$ cat config.mk
export PLATFORM = sky130hd
export DESIGN_NAME = nano_vw_loader
export DESIGN_NICKNAME = d
export VERILOG_FILES = /design/src/rtl/nano_vw_loader.sv
export SDC_FILE = /design/constraint.sdc
export NUM_CORES = 1
export LEC_CHECK = 0
export CORE_ASPECT_RATIO = 0.5
export CORE_MARGIN = 1.5
export CORE_UTILIZATION = 45
export CTS_CLUSTER_DIAMETER = 120
export DETAILED_ROUTE_END_ITERATION = 7
export PLACE_DENSITY = 0.76
export SYNTH_ARGS = -nofsm -noshare
export SYNTH_HDL_FRONTEND = slang
export SYNTH_SLANG_ARGS = --single-unit
$ cat constraint.sdc
create_clock -name clk -period 6.7 [get_ports clk]
set_clock_uncertainty 0.1 [all_clocks]
set_input_delay 1.675 -clock clk [delete_from_list [all_inputs] [get_ports clk]]
set_output_delay 1.675 -clock clk [all_outputs]
set_load 0.005 [all_outputs]
$ cat src/rtl/nano_vw_loader.sv
// nano_vw_loader: receives a console byte stream (high byte, then low byte
// of each word) and replays every word onto the bootrom console vw bus with
// setup / strobe / release timing on the write flag.
//
// Byte handshake: a byte transfers on a rising edge where in_valid and
// in_ready are both 1. in_valid may rise or fall at any time. A byte offered
// while in_ready is 0 stays with the producer until it is taken.
module nano_vw_loader #(
    parameter int SETUP_CYCLES = 2,   // legal 1..15
    parameter int HOLD_CYCLES  = 4    // legal 3..15
) (
    input  logic        clk,
    input  logic        rst,
    input  logic        start,
    input  logic [6:0]  base_addr,
    input  logic [7:0]  word_count,
    input  logic [7:0]  in_data,
    input  logic        in_valid,
    output logic        in_ready,
    input  logic        abort,
    output logic [31:0] vw_console_data,
    output logic        busy,
    output logic        done,
    output logic [7:0]  words_written,
    output logic [15:0] checksum,
    output logic [2:0]  o_dbg_state
);

    typedef enum logic [2:0] {
        IDLE    = 3'd0,
        GET_HI  = 3'd1,
        GET_LO  = 3'd2,
        SETUP   = 3'd3,
        STROBE  = 3'd4,
        RELEASE = 3'd5,
        FINISH  = 3'd6
    } state_t;

    localparam logic [3:0] SETUP_LAST = 4'(SETUP_CYCLES - 1);
    localparam logic [3:0] HOLD_LAST  = 4'(HOLD_CYCLES - 1);
    localparam logic [7:0] MAX_WORDS  = 8'd128;

    state_t      r_state;
    state_t      w_next;
    logic [3:0]  r_cnt;
    logic [6:0]  r_addr;
    logic [7:0]  r_remaining;
    logic [7:0]  r_hi;
    logic [6:0]  r_vw_addr;
    logic [15:0] r_vw_data;
    logic        r_flag;
    logic        r_abort;
    logic [7:0]  r_words;
    logic [15:0] r_sum;

    logic        w_xfer;
    logic        w_start_ok;
    logic        w_release_end;
    logic        w_strobe_entry;

    // Handshake and status outputs decoded from the registered state.
    // A latched abort closes in_ready so no byte is swallowed on the way out.
    always_comb begin
        in_ready = ((r_state == GET_HI) || (r_state == GET_LO)) && !r_abort;
        busy     = (r_state != IDLE);
        done     = (r_state == FINISH);
    end

    assign w_xfer          = in_valid && in_ready;
    assign w_start_ok      = (r_state == IDLE) && start;
    assign w_release_end   = (r_state == RELEASE) && (r_cnt == HOLD_LAST);
    assign w_strobe_entry  = (r_state == SETUP) && (w_next == STROBE);

    assign vw_console_data = {7'b0, r_flag, 1'b0, r_vw_addr, r_vw_data};
    assign words_written   = r_words;
    assign checksum        = r_sum;
    assign o_dbg_state     = r_state;

    // State register.
    always_ff @(posedge clk) begin
        if (rst) begin
            r_state <= IDLE;
        end else begin
            r_state <= w_next;
        end
    end

    // Next-state logic.
    always_comb begin
        w_next = r_state;
        case (r_state)
            IDLE: begin
                if (start) begin
                    w_next = (word_count == 8'd0) ? FINISH : GET_HI;
                end
            end
            GET_HI: begin
                if (r_abort) begin
                    w_next = FINISH;
                end else if (w_xfer) begin
                    w_next = GET_LO;
                end
            end
            GET_LO: begin
                if (r_abort) begin
                    w_next = FINISH;
                end else if (w_xfer) begin
                    w_next = SETUP;
                end
            end
            SETUP: begin
                if (r_cnt == SETUP_LAST) begin
                    w_next = STROBE;
                end
            end
            STROBE: begin
                if (r_cnt == HOLD_LAST) begin
                    w_next = RELEASE;
                end
            end
            RELEASE: begin
                if (r_cnt == HOLD_LAST) begin
                    // Abort raised in the very last release clock still counts.
                    if ((r_remaining == 8'd1) || r_abort || abort) begin
                        w_next = FINISH;
                    end else begin
                        w_next = GET_HI;
                    end
                end
            end
            FINISH: begin
                w_next = IDLE;
            end
            default: begin
                w_next = IDLE;
            end
        endcase
    end

    // Phase timer: restarts on every state change, counts in timed phases.
    always_ff @(posedge clk) begin
        if (rst) begin
            r_cnt <= 4'd0;
        end else if (w_next != r_state) begin
            r_cnt <= 4'd0;
        end else if ((r_state == SETUP) || (r_state == STROBE) ||
                     (r_state == RELEASE)) begin
            r_cnt <= r_cnt + 4'd1;
        end
    end

    // Abort latch: armed in any busy state, dropped when the load ends.
    always_ff @(posedge clk) begin
        if (rst) begin
            r_abort <= 1'b0;
        end else if (r_state == FINISH) begin
            r_abort <= 1'b0;
        end else if ((r_state != IDLE) && abort) begin
            r_abort <= 1'b1;
        end
    end

    // Load datapath: address/count bookkeeping, byte assembly, vw word
    // register, write flag and the per-load statistics.
    always_ff @(posedge clk) begin
        if (rst) begin
            r_addr      <= 7'd0;
            r_remaining <= 8'd0;
            r_hi        <= 8'd0;
            r_vw_addr   <= 7'd0;
            r_vw_data   <= 16'd0;
            r_flag      <= 1'b0;
            r_words     <= 8'd0;
            r_sum       <= 16'd0;
        end else begin
            if (w_start_ok) begin
                r_addr      <= base_addr;
                // Counts above 128 are clipped so a load never exceeds
                // the 128-rise limit of the console.
                r_remaining <= (word_count > MAX_WORDS) ? MAX_WORDS : word_count;
                r_words     <= 8'd0;
                r_sum       <= 16'd0;
            end
            if ((r_state == GET_HI) && w_xfer) begin
                r_hi <= in_data;
            end
            // Address and data are frozen here until the word is released.
            if ((r_state == GET_LO) && w_xfer) begin
                r_vw_addr <= r_addr;
                r_vw_data <= {r_hi, in_data};
            end
            if (w_strobe_entry) begin
                r_words <= r_words + 8'd1;
                r_sum   <= r_sum + r_vw_data;
            end
            if (w_release_end) begin
                r_addr      <= r_addr + 7'd1;
                r_remaining <= r_remaining - 8'd1;
            end
            r_flag <= (w_next == STROBE);
        end
    end

endmodule

==> run metrics <==
CP required 4.93 ns; die area 10,100 sq um; Worst Hold Endpoint r_vw_data[14]; min cycle time layout 3.79 ns; Core ar. 8920 sq um; EDFF count, synth 0; initial antenna violation count 0; hold_ws 0.347 ns; crit end category primary output; worst flop-to-flop path endpoint checksum[14]; grt ovf 0; layout cells sized above 1 0.0501; PD cells 227 nW/um^2; worst r2r src r_vw_data[0]; Synth async-reset ratio 0; Placement Setup Slack 2.91 ns; max_cap viols 0; Synthesis Warnings 0; LEAKAGE 2.10 nW; WP data arrival 2.01 ns; average size of a mapped cell 8.06 sq um; commonest non-fill, non-tap cell in the layout clkdlybuf4s50_1; run status complete, no violations; clk sinks 79; postcts setup bufs 0; Placement Rows 24; CTS HTree Levels 3; Seq/Total Area, Yosys 0.372; CTS max path bufs 2; IR drop worst, VDD 0.143 mV; Setup WS post-layout 2.91 ns; Die X 140 um; antenna viol nets, final 0; Slew Viols, Final 0; Hold Path Class flop to flop; R2R depth 8; Root Buffer clkbuf_16; DR pass1 iterations 4; DRT iter0 DRCs 287; slew margin rel. 0.315; Reg2Reg Setup Slack 3.89 ns; Hold Vio Cnt, Final 0; final setup fails 0; Clock Latency Late Sink 0.34 ns; largest net degree at the start of global routing 72; crit path max fanout 15; TritonCTS Buffers 9; Initial Util 0.476; GRT Resource Usage Total 0.219; Max Fclk 264 MHz; CTS tree done; critical path startpoint o_dbg_state[0]; WS Path Type flop to primary output; critical path startpoint category flop; HPWL Detailed 7370 um; Post-Syn Area 4250 sq um; setup_tns 0 ns; Yosys cell types 58; vias per cell 5.58; ant diodes 0; post-cts sizing count 0; Vias 3,998; Post-Synthesis Cells 527; GPL Wtd Cong 0.849; IO buf count 81; I/O pin cnt 90; number of global-route vias before repair 3,656; placed instance count 701; final worst-path cycle share 0.565; non-filler cells, final 716; first-pass GRT wire length 17,600 um; RSZ-0062 raised after global routing no; Reg clk slew, reported paths 0.06 ns; Area Growth Syn to Fin 27.1%; number of remaining DRC errors 0; worst slew pin tran 1.02 ns; Hold-fix buffers, CTS 0; Die H 71.7 um; Reg area 1580 sq um; min-delay src r_hi[6]; Most used DFF post-synth dfxtp_1; #FFs+latches synth 79; Fillers 803; WL final 10,600 um; commonest cells after routing, fill and taps aside clkdlybuf4s50_1 (80), nand2_1 (79), dfxtp_1 (79), a21oi_1 (63), nor2_1 (55); hold depth 2; fin nets 645; footprint of the multi-input gates 2470 sq um; per-cell routed wire length 14.7 um
## state kept, by name, indices dropped and copies added, names as in the netlist
signal and cells:
r_vw_data 16, r_abort 1, o_dbg_state 3, r_addr 7
r_hi 8, r_vw_addr 7, r_remaining 8, r_cnt 4
r_flag 1, checksum 16, words_written 8
## worst max-delay path, cell delays in order (launching register included)
cell             delay, ns
dfxtp_1               0.63
nor2b_1               0.37
o21a_1                0.18
clkdlybuf4s50_1       0.49
## logic make-up after synthesis
| kind of cell | Yosys count | share of synthesized area |
|---|---|---|
| DFF | 79 | 0.372 |
| and+or+nand+nor | 216 | 0.241 |
| muxes | 14 | 0.0339 |
| xor gates and xnor gates | 14 | 0.0289 |
| other | 1 | 0.000883 |
| AOI/OAI and AO/OA | 136 | 0.205 |
| adders and majority gates | 22 | 0.0666 |
| buffers and inverters | 45 | 0.0513 |
## cell usage after synthesis (9+ instances only)
cell type	n	area share
dfxtp_1	79	0.37
nand2_1	79	0.070
a21oi_1	63	0.074
nor2_1	55	0.049
ha_1	21	0.062
clkbuf_1	20	0.018
nor3_1	17	0.020
nand3_1	16	0.019
buf_4	13	0.023
mux2i_1	11	0.026
o21ai_0	11	0.013
inv_1	10	0.0088
a22oi_1	9	0.016
and3_1	9	0.013
## power by group
| group | switching [mW] | internal (mW) | total (mW) | leakage, nW |
|---|---|---|---|---|
| combinational | 0.0924 | 0.0738 | 0.166 | 1.30 |
| sequential | 0.0264 | 0.488 | 0.515 | 0.639 |
| clock | 0.190 | 0.354 | 0.544 | 0.165 |
| total | 0.309 | 0.916 | 1.22 | 2.10 |
## routing by layer
| layer | track usage | up-vias | share of wire |
|---|---|---|---|
| li1 | - | 2016 | - |
| met1 | 0.283 | 1870 | 0.47 |
| met2 | 0.365 | 103 | 0.47 |
| met3 | 0.0635 | 9 | 0.052 |
| met4 | 0.0503 | 0 | 0.0078 |
| met5 | 0 | - | 0 |
## stage by stage
| step | instance area (sq um) | utilization | total power [mW] |
|---|---|---|---|
| finish | 5400 | 0.605 | 1.22 |
| global route | 5400 | 0.605 | 1.28 |
| CTS | 5400 | 0.605 | 1.23 |
| detailed placement | 5070 | 0.568 | 0.689 |
| global placement | 5070 | 0.568 | 0.687 |
| floorplan | 4270 | - | 0.632 |
## worst max-delay path by stage
stage                          end  slack (ns)
after floorplan           r_cnt[1]        3.69
after global placement    r_cnt[1]        2.96
after detailed placement  r_cnt[1]        2.91
final                     in_ready        2.91
after CTS                 in_ready        2.92
after global routing      in_ready        2.78
## cell type report
type / instances / area share
clock inverters: 3 / 0.0121
clock buffers: 12 / 0.0494
well taps: 117 / 0.0271
flip-flops and latches: 79 / 0.293
repair buffers: 83 / 0.152
multi-input cells: 410 / 0.458
inverters: 12 / 0.00834
Power figures use the tool's default switching activity.
